File: config.mk
export PLATFORM = sky130hd
export DESIGN_NAME = spi_master
export DESIGN_NICKNAME = d
export VERILOG_FILES = /design/src/rtl/spi_pkg.sv /design/src/rtl/spi_master_shift.sv /design/src/rtl/spi_master.sv
export SDC_FILE = /design/constraint.sdc
export NUM_CORES = 1
export LEC_CHECK = 0
export ABC_AREA = 0
export CAP_MARGIN = 15
export CORE_ASPECT_RATIO = 1.1
export CORE_MARGIN = 2
export CORE_UTILIZATION = 47
export DETAILED_ROUTE_END_ITERATION = 7
export PLACE_DENSITY = 0.74
export SYNTH_ARGS = -nofsm -noshare
export SYNTH_HDL_FRONTEND = slang
export SYNTH_SLANG_ARGS = --single-unit
File: constraint.sdc
create_clock -name clk -period 2.1 [get_ports clk]
set_input_delay 0.63 -clock clk [delete_from_list [all_inputs] [get_ports clk]]
set_output_delay 0.63 -clock clk [all_outputs]
set_load 0.005 [all_outputs]
File: src/rtl/spi_pkg.sv
// spi_pkg -- shared definitions for the SPI master.
//   Command encodings, FSM state encoding, frame/data widths and a small
//   helper that decodes the slave-select level from the FSM state.
`timescale 1ns/1ps
package spi_pkg;

    localparam int FRAME_W = 10;    // {cmd[1:0], payload[7:0]}
    localparam int DATA_W  = 8;
    localparam int CMD_W   = 2;

    typedef enum logic [CMD_W-1:0] {
        CMD_WR_ADDR = 2'b00,
        CMD_WR_DATA = 2'b01,
        CMD_RD_ADDR = 2'b10,
        CMD_RD_DATA = 2'b11
    } spi_cmd_e;

    typedef enum logic [2:0] {
        IDLE     = 3'd0,
        SELECT   = 3'd1,
        CMDBIT   = 3'd2,
        SHIFT    = 3'd3,
        TURN     = 3'd4,
        CAPTURE  = 3'd5,
        DESELECT = 3'd6,
        GAPWAIT  = 3'd7
    } spi_state_e;

    // Slave select is asserted (low) from SELECT through CAPTURE.
    function automatic logic ss_n_of(input spi_state_e s);
        case (s)
            SELECT, CMDBIT, SHIFT, TURN, CAPTURE: return 1'b0;
            default:                              return 1'b1;
        endcase
    endfunction

endpackage

File: src/rtl/spi_master_shift.sv
// spi_master_shift -- serializer / deserializer datapath of the SPI master.
//   clk, rst_n  : system clock, asynchronous active-low reset
//   load, frame : parallel load of the 10-bit outgoing frame
//   shift_en    : advance the serializer by one bit (MSB first)
//   mosi_bit    : current serializer MSB
//   cap_en      : shift one MISO bit into the deserializer
//   cap_last    : this capture is the eighth one; commit the byte to rd_data
//   miso        : serial input from the slave
//   rd_data     : last completed captured byte
`timescale 1ns/1ps
module spi_master_shift
    import spi_pkg::*;
(
    input  logic               clk,
    input  logic               rst_n,
    input  logic               load,
    input  logic [FRAME_W-1:0] frame,
    input  logic               shift_en,
    output logic               mosi_bit,
    input  logic               cap_en,
    input  logic               cap_last,
    input  logic               miso,
    output logic [DATA_W-1:0]  rd_data
);

    logic [FRAME_W-1:0] frame_q;
    // The deserializer holds the first seven received bits; the eighth bit
    // enters directly into rd_data together with them, so rd_data only ever
    // changes once per read and never shows a partially assembled byte.
    logic [DATA_W-2:0]  sr_q;
    logic [DATA_W-1:0]  rd_q;

    always_ff @(posedge clk or negedge rst_n) begin
        if (!rst_n) begin
            frame_q <= '0;
            sr_q    <= '0;
            rd_q    <= '0;
        end else begin
            if (load) begin
                frame_q <= frame;
            end else if (shift_en) begin
                frame_q <= {frame_q[FRAME_W-2:0], 1'b0};
            end
            if (cap_en) begin
                sr_q <= {miso, sr_q[DATA_W-2:1]};
                if (cap_last) begin
                    rd_q <= {miso, sr_q};
                end
            end
        end
    end

    assign mosi_bit = frame_q[FRAME_W-1];
    assign rd_data  = rd_q;

endmodule

File: src/rtl/spi_master.sv
// spi_master -- single-slave SPI master issuing 10-bit command frames.
//   Parameters: TURNAROUND (idle cycles before MISO capture on a read-data),
//               GAP (minimum cycles SS_n stays high between transactions).
//   clk, rst_n     : system clock, asynchronous active-low reset
//   start, cmd,    : transaction request; {cmd, wdata} is latched on accept
//   wdata
//   busy, done     : busy from accept through the inter-frame gap, done pulse
//                    in the deselect cycle
//   rd_data        : byte captured on a read-data command (LSB received first)
//   SS_n, MOSI,    : SPI bus
//   MISO
//   txn_count      : completed-transaction counter, present only when the
//                    macro SPI_MASTER_TXN_COUNT_EN is defined
`timescale 1ns/1ps
module spi_master
    import spi_pkg::*;
#(
    parameter int TURNAROUND = 1,
    parameter int GAP        = 1
) (
    input  logic              clk,
    input  logic              rst_n,
    input  logic              start,
    input  logic [CMD_W-1:0]  cmd,
    input  logic [DATA_W-1:0] wdata,
    output logic              busy,
    output logic              done,
    output logic [DATA_W-1:0] rd_data,
    output logic              SS_n,
    output logic              MOSI,
    input  logic              MISO
`ifdef SPI_MASTER_TXN_COUNT_EN
    ,
    output logic [15:0]       txn_count
`endif
);

    localparam logic [3:0]  SHIFT_LAST = 4'(FRAME_W - 1);
    localparam logic [3:0]  CAP_LAST   = 4'(DATA_W - 1);
    localparam logic [15:0] TURN_LAST  = 16'(TURNAROUND - 1);
    localparam logic [15:0] GAP_LAST   = 16'(GAP - 2);

    spi_state_e  state_q, state_d;
    spi_cmd_e    cmd_q;
    logic [3:0]  bit_cnt_q, bit_cnt_d;
    logic [15:0] wait_cnt_q, wait_cnt_d;

    logic load, shift_en, cap_en, cap_last, mosi_bit;

    always_ff @(posedge clk or negedge rst_n) begin
        if (!rst_n) begin
            state_q    <= IDLE;
            cmd_q      <= CMD_WR_ADDR;
            bit_cnt_q  <= '0;
            wait_cnt_q <= '0;
        end else begin
            state_q    <= state_d;
            bit_cnt_q  <= bit_cnt_d;
            wait_cnt_q <= wait_cnt_d;
            if (load) begin
                cmd_q <= spi_cmd_e'(cmd);
            end
        end
    end

    // Counters are returned to zero on every state exit, so they never run
    // past their last value into an extra SHIFT/CAPTURE/TURN cycle.
    always_comb begin
        state_d    = state_q;
        bit_cnt_d  = bit_cnt_q;
        wait_cnt_d = wait_cnt_q;
        load       = 1'b0;
        shift_en   = 1'b0;
        cap_en     = 1'b0;
        cap_last   = 1'b0;
        case (state_q)
            IDLE: begin
                if (start) begin
                    load    = 1'b1;
                    state_d = SELECT;
                end
            end
            SELECT: begin
                state_d = CMDBIT;
            end
            CMDBIT: begin
                bit_cnt_d = '0;
                state_d   = SHIFT;
            end
            SHIFT: begin
                shift_en = 1'b1;
                if (bit_cnt_q == SHIFT_LAST) begin
                    bit_cnt_d  = '0;
                    wait_cnt_d = '0;
                    if (cmd_q != CMD_RD_DATA) begin
                        state_d = DESELECT;
                    end else if (TURNAROUND == 0) begin
                        state_d = CAPTURE;
                    end else begin
                        state_d = TURN;
                    end
                end else begin
                    bit_cnt_d = bit_cnt_q + 4'd1;
                end
            end
            TURN: begin
                if (wait_cnt_q == TURN_LAST) begin
                    wait_cnt_d = '0;
                    state_d    = CAPTURE;
                end else begin
                    wait_cnt_d = wait_cnt_q + 16'd1;
                end
            end
            CAPTURE: begin
                cap_en = 1'b1;
                if (bit_cnt_q == CAP_LAST) begin
                    cap_last  = 1'b1;
                    bit_cnt_d = '0;
                    state_d   = DESELECT;
                end else begin
                    bit_cnt_d = bit_cnt_q + 4'd1;
                end
            end
            DESELECT: begin
                wait_cnt_d = '0;
                state_d    = (GAP <= 1) ? IDLE : GAPWAIT;
            end
            GAPWAIT: begin
                if (wait_cnt_q == GAP_LAST) begin
                    wait_cnt_d = '0;
                    state_d    = IDLE;
                end else begin
                    wait_cnt_d = wait_cnt_q + 16'd1;
                end
            end
            default: begin
                state_d = IDLE;
            end
        endcase
    end

    spi_master_shift u_shift (
        .clk      (clk),
        .rst_n    (rst_n),
        .load     (load),
        .frame    ({cmd, wdata}),
        .shift_en (shift_en),
        .mosi_bit (mosi_bit),
        .cap_en   (cap_en),
        .cap_last (cap_last),
        .miso     (MISO),
        .rd_data  (rd_data)
    );

    // Outputs decode straight from the state register so an asynchronous
    // reset releases the bus in the same cycle. In CMDBIT the serializer MSB
    // is cmd[1], which is exactly the write/read select bit.
    assign SS_n = ss_n_of(state_q);
    assign MOSI = (state_q == CMDBIT || state_q == SHIFT) ? mosi_bit : 1'b0;
    assign busy = (state_q != IDLE);
    assign done = (state_q == DESELECT);

`ifdef SPI_MASTER_TXN_COUNT_EN
    always_ff @(posedge clk or negedge rst_n) begin
        if (!rst_n) begin
            txn_count <= '0;
        end else if (state_q == DESELECT) begin
            txn_count <= txn_count + 16'd1;
        end
    end
`endif

endmodule

==> out/qor.csv, run 1 <==
stage,metric,value,unit
run_status,outcome,finished clean,
timing,slew_viol_final,0,
place,place_ws,131,ps
timing,fmax,0.501,GHz
critical_path,cp_max_fo,3,
synthesis,synth.top_cell.area_share,50.5,%
critical_path,worstPathRequired,1470,ps
critical_path,path_depth,3,
finish,nNetsFinal,294,
synthesis,ys_seq_area_share,50.5,%
critical_path,r2r-end,state_q[1],
critical_path,critPathTopFamily,simple AND/OR/NAND/NOR gates,
timing,setup_viol,0,
clock_network,cts_buffers,5,
flow_run,drv_cap,0,
critical_path,critPathMaxStageDelay,400,ps
critical_path,worst_r2r_path_depth,7,
finish,multi_input_area,1170,sq um
finish,n_antenna_cell,0,
routing,antenna_left,0,
die,fp.dieH,80.2,um
clock_network,clk_pin_slew_worst_paths,90,ps
timing,finalHoldViolCount,0,
global_route,grt_antenna_before_repair,0,
place,gp_congestion,0.867,
synthesis,synth_seq_cells,50,
routing,drc,0,
critical_path,worstSetupStartpointType,flop,
critical_path,setup.worst_path.end_class,output port,
critical_path,crit_arrival,1370,ps
critical_path,cp_slowest_cell,or3_4,
synthesis,synth_flop_cell,dfrtp_1,
synthesis,yosysTopAreaCell,dfrtp_1,
synthesis,synth-xor-area-share,1.06,%
global_route,grt_pass1_wl,8490,um
die,die_x,73.2,um
clock_network,cts_tree,yes,
synthesis,synth_compound_area_share,15.2,%
timing,finalWorstSetupSlack,102,ps
global_route,grt-ovfl-total,0,
hold_path,hold_path_class,in2async,
synthesis,yosys-mux-area-fraction,9.09,%
global_route,grt_max_degree,34,
synthesis,syn_nets,257,
timing,tightestPinTransition,430,ps
place,place_hpwl,3400,um
routing,vias_per_cell,5.65,
clock_network,clkSinkCount,50,
routing,first_iter_violations,84,
timing,tns,0,ps
die,ios,26,
finish,fillers,402,
synthesis,ys_top_cells_by_area,"dfrtp_1 (50%), mux2_2 (7.3%), nand2_1 (5.5%), o21ai_0 (4.0%), ha_1 (2.0%)",
die,coreArea,5030,sq um
power,powerDensity,1180,nW/um^2
critical_path,reg2reg_slack,150,ps
routing,wl_per_cell,14.6,um
routing,firstDrtPassIters,5,
synthesis,synth_area,2480,sq um
timing,rsz0062_at_grt,no,
synthesis,synth_top_family_by_area,simple AND/OR/NAND/NOR gates,
die,dieArea,5870,sq um
global_route,grt_pass1_vias,1878,
die,rows,27,
clock_network,htree_levels,2,
finish,area_growth_syn_to_layout,21.9,%
synthesis,synthCells,239,
synthesis,synth_cell_type_count,49,
routing,vias,1894,
synthesis,synth-edff-count,0,
synthesis,synthArstFlopShare,100,%
critical_path,critPathBufInv,1,
die,initial_core_util,49.2,%
synthesis,synthTopCellsByCount,"dfrtp_1 (50), nand2_1 (36), o21ai_0 (20)",
timing,final.setup_skew,12.0,ps
synthesis,yosysWarningCount,0,
synthesis,yosysMostFrequentCell,dfrtp_1,
synthesis,synthSimpleGateAreaFrac,18.7,%
synthesis,syn_avg_cell_area,10.4,sq um
power,vdd_ir_drop_max,0.610,mV
critical_path,path_class,reg2out,
finish,drive_gt1_share,18.8,%
synthesis,synthAdderAreaFrac,2.02,%
clock_network,clockRootBuffer,clkbuf_8,
timing,post-route-min-period,2000,ps
global_route,grt.total_usage,18.8,%
place,dpl.cell_count,324,
timing,slew_headroom,71.3,%
clock_network,clock_latency,300,ps
critical_path,crit_path_cell_trace,"or3_4, nand2_1, dlygate4sd2_1",
routing,wirelength,4890,um
finish,regArea,1250,sq um
finish,final_cells,335,
clock_network,clockBufferDepth,2,
power,p_leak,1.38,nW
timing,finalCritPeriodShare,95.1,%
critical_path,timing.rr.start,wait_cnt_q[0],
place,port_buffers,25,
stage by stage:
| stage | area (sq um) | utilization, % | total power, W | hold WS (ps) |
|---|---|---|---|---|
| floorplan | 2480 | - | 0.00230 | 334 |
| global placement | 2840 | 56.4 | 0.00267 | 459 |
| detailed placement | 2840 | 56.4 | 0.00272 | 468 |
| CTS | 3010 | 59.9 | 0.00359 | 253 |
| global route | 3020 | 60.0 | 0.00386 | 268 |
| finish | 3020 | 60.0 | 0.00357 | 255 |
worst max path at each step:
| stage | startpoint | to | slack (ps) |
|---|---|---|---|
| 2_1_floorplan | wait_cnt_q[0] | state_q[1] | 330 |
| 3_3_place_gp | state_q[1] | SS_n | 130 |
| 3_5_place_dp | state_q[1] | SS_n | 130 |
| 4_1_cts | state_q[2] | MOSI | 20 |
| 5_1_grt | wait_cnt_q[0] | state_q[1] | 30 |
| 6_report | state_q[1] | SS_n | 100 |
placed cells by master, fill, tap and decap left out, types with 4 or more instances in the layout:
master,count
dfrtp_1,50
nand2_1,35
clkdlybuf4s50_1,20
o21ai_0,19
mux2_2,16
buf_4,11
nor2_1,9
inv_1,8
a21oi_1,7
nand3_1,6
a22oi_1,6
nor3_1,5
clkbuf_8,5
and3_1,4
nor3b_1,4
a21o_1,4
a31oi_1,4
ha_1,4
routing by layer:
| layer | up-vias | track usage, % | wire (um) |
|---|---|---|---|
| li1 | 934 | - | - |
| met1 | 932 | 24.1 | 2210 |
| met2 | 24 | 31.2 | 2470 |
| met5 | - | 0 | 0 |
| met3 | 4 | 3.64 | 135 |
| met4 | 0 | 6.67 | 72 |
cells by family after synthesis:
family                   after synthesis
adder cells (fa/ha/maj)                4
AO/OA/AOI/OAI                         57
flip-flops                            50
AND/OR/NAND/NOR                       88
XOR/XNOR                               3
multiplexers                          20
buffers and inverters                 17
power breakdown:
part           switching [W]  leakage [nW]  total (W)  internal [W]
Clock               0.000311        0.0683   0.000788      0.000477
Sequential          0.000172         0.662    0.00138       0.00121
Combinational       0.000744         0.651    0.00140      0.000657
registers in the layout (all words and copies together), names as in the netlist:
register,count
wait_cnt_q,16
u_shift.frame_q,10
u_shift.rd_data,8
u_shift.sr_q,7
bit_cnt_q,4
state_q,3
cmd_q,2
layout make-up:
type	instances	area share [%]
Sequential cell	50	41.4
Timing Repair Buffer	39	12.0
Inverter	8	0.994
Multi-Input combinational cell	172	38.6
Clock inverter	3	2.28
Clock buffer	5	2.28
Tap cell	58	2.40
repair_timing:
action | 4_1_cts | 5_1_grt
setup endpoints to repair | 4 | 2
setup buffers | 3 | 0
resized for setup | 10 | 4
hold buffers | 0 | 0
Note: power is estimated with default switching activity, not from simulation.
==> inputs of run 2 (changes only) <==
--- a/config.mk
+++ b/config.mk
@@ -12,6 +12,8 @@
 export CORE_UTILIZATION = 47
 export DETAILED_ROUTE_END_ITERATION = 7
 export PLACE_DENSITY = 0.74
+export SKIP_CTS_REPAIR_TIMING = 1
+export SKIP_LAST_GASP = 1
 export SYNTH_ARGS = -nofsm -noshare
 export SYNTH_HDL_FRONTEND = slang
 export SYNTH_SLANG_ARGS = --single-unit
==> run 2 against run 1 <==
Net effect:
- the flow now finishes with violations (negative setup slack)
- total power shrank 0.61%
- final cell count shrank 0.30%
- worst hold slack gained 1.1 ps
- critical endpoint is now MOSI
- clock skew shrank 1.3 ps
- sequential power is essentially flat
- fmax shrank 11%
- utilization shrank 0.17 points
- global-route usage shrank 0.16 points
- sequential cell count is the same
- sequential share of layout area grew 0.16 points
==> out/qor.csv, run 2 (synthesized netlist as in run 1, its figures left out) <==
stage,metric,value,unit,change
power,switchingPower,0.00121,W,-1.4%
power,clockPowerShare,22.2,%,about the same
die,ios,26,,unchanged
clock_network,clk_pin_slew_worst_paths,90,ps,about the same
clock_network,clockRootBuffer,clkbuf_8,,
global_route,grt-ovfl-total,0,,unchanged
clock_network,clock_latency,300,ps,about the same
hold_path,hold_path_class,in2async,,
global_route,grt_pass1_wl,8420,um,-0.88%
place,place_hpwl,3400,um,unchanged
clock_network,clkSinkCount,50,,unchanged
finish,largest_reg_flops,16,,unchanged
timing,tightestPinTransition,494,ps,+64.2 ps
place,gp_congestion,0.867,,unchanged
timing,final.setup_skew,10.7,ps,-1.31 ps
die,die_x,73.2,um,unchanged
power,total_power,0.00355,W,-0.61%
die,fp.dieH,80.2,um,unchanged
clock_network,cts_buffers,5,,unchanged
routing,vias_per_cell,5.63,,-0.44%
routing,wirelength,4810,um,-1.6%
global_route,grt_antenna_before_repair,0,,unchanged
power,p_sw_share,34.1,%,-0.26 points
clock_network,htree_levels,2,,unchanged
timing,setup_viol,2,,+2
finish,mostFrequentLayoutCells,"dfrtp_1 (49), nand2_1 (36), clkdlybuf4s50_1 (22)",,
routing,drc,0,,unchanged
die,dieArea,5870,sq um,unchanged
power,p_leak,1.38,nW,about the same
timing,post-route-min-period,2230,ps,+235 ps
clock_network,cts_tree,yes,,
critical_path,path_class,reg2out,,
global_route,grt_use_met3,3.64,%,unchanged
finish,mostFrequentLayoutCell,dfrtp_1,,
finish,area_growth_syn_to_layout,21.5,%,
global_route,grt_util_met1,23.8,%,-0.33 points
power,powerDensity,1180,nW/um^2,-0.32%
place,port_buffers,25,,unchanged
routing,antenna_left,0,,unchanged
timing,rsz0062_at_grt,yes,,
timing,finalHoldViolCount,0,,unchanged
routing,wl_per_cell,14.4,um,-1.3%
timing,slew_headroom,67.0,%,-4.3 points
global_route,grt.total_usage,18.6,%,-0.16 points
clock_network,clockBufferDepth,2,,unchanged
critical_path,setup.worst_path.end_class,output port,,
power,power.internal,0.00234,W,-0.22%
flow_run,drv_cap,0,,unchanged
run_status,outcome,"complete, but fails checks",,
timing,worst_hold_slack,256,ps,+1.10 ps
routing,vias,1880,,-0.74%
critical_path,cp_max_fo,5,,+2
critical_path,worstSetupStartpointType,flop,,
run_status,violations,negative setup slack,,
power,vdd_ir_drop_max,0.609,mV,about the same
finish,multi_input_area,1150,sq um,-1.1%
finish,fillers,403,,+0.25%
finish,drive_gt1_share,18.1,%,-0.66 points
critical_path,worst_r2r_path_depth,7,,unchanged
finish,nNetsFinal,293,,-0.34%
global_route,grtUsageMet2,31.0,%,-0.18 points
power,power_frac_comb,38.7,%,-0.5 points
routing,firstDrtPassIters,5,,unchanged
timing,finalCritPeriodShare,106,%,+11 points
die,coreArea,5030,sq um,unchanged
timing,slew_viol_final,0,,unchanged
finish,final_util,59.8,%,-0.17 points
global_route,grt_pass1_vias,1859,,-1.0%
critical_path,worstPathRequired,1470,ps,about the same
global_route,grt.busiest_layer,met2,,
place,place_ws,131,ps,unchanged
timing,fmax,0.448,GHz,-11%
global_route,grt_max_degree,34,,unchanged
die,initial_core_util,49.2,%,unchanged
die,rows,27,,unchanged
power,seqPwrFrac,39.1,%,+0.4 points
finish,regArea,1250,sq um,about the same
finish,n_antenna_cell,0,,unchanged
finish,largest_register,wait_cnt_q,,
critical_path,reg2reg_slack,150,ps,about the same
routing,first_iter_violations,82,,-2.4%
timing,finalWorstSetupSlack,-133,ps,-235 ps
critical_path,crit_arrival,1600,ps,+230 ps
run 2: cell types whose count changed in the layout (fill, tap and decap cells not counted), sizes merged:
cell           change
buf                -1
dlymetal6s2s       +2
clkdlybuf4s50      +2
dlygate4sd2        -3
clkbuf             -1
run 2: critical path, cell delays in order (launching register included):
cell and delay (ps):
dfrtp_2 440, buf_4 150, nor2b_4 110, and2_1 120
clkdlybuf4s50_1 490
run 2: layout make-up:
| class | count | share of cell area (%) |
|---|---|---|
| flip-flops and latches | 50 | 41.6 |
| clock inverters | 3 | 2.29 |
| inverters | 8 | 0.997 |
| repair buffers | 38 | 12.1 |
| multi-input cells | 172 | 38.3 |
| clock buffers | 5 | 2.29 |
| well taps | 58 | 2.41 |
run 2: final timing paths:
path                                          from            endpoint
worst max-delay path                    state_q[2]                MOSI
worst min-delay path                         rst_n  u_shift.rd_data[4]
worst max register to register       wait_cnt_q[0]          state_q[1]
worst min register to register  u_shift.frame_q[1]  u_shift.frame_q[1]
max in group asynchronous                    rst_n  u_shift.frame_q[1]
min in group clk                u_shift.frame_q[1]  u_shift.frame_q[1]
run 2: stage by stage:
step           setup TNS, ps  cell area, sq um  cells
2_1_floorplan              0              2480    239
3_5_place_dp               0              2840    324
3_3_place_gp               0              2840    324
4_1_cts                 -660              2970    332
6_report                -228              3010    334
5_1_grt                 -413              3010    334
run 2: power groups by stage:
stage / clock (W) / sequential (W) / combinational (W)
floorplan: 0 / 0.00134 / 0.000953
global placement: 0 / 0.00139 / 0.00129
detailed placement: 0 / 0.00140 / 0.00132
CTS: 0.000817 / 0.00138 / 0.00133
global route: 0.000856 / 0.00142 / 0.00156
finish: 0.000790 / 0.00139 / 0.00137
run 2: layer usage:
metal	vias up	wire length, um	share of wire, %
li1	929	-	-
met1	927	2210	46
met2	20	2400	50
met3	4	126	2.6
met4	0	72	1.5
met5	-	0	0
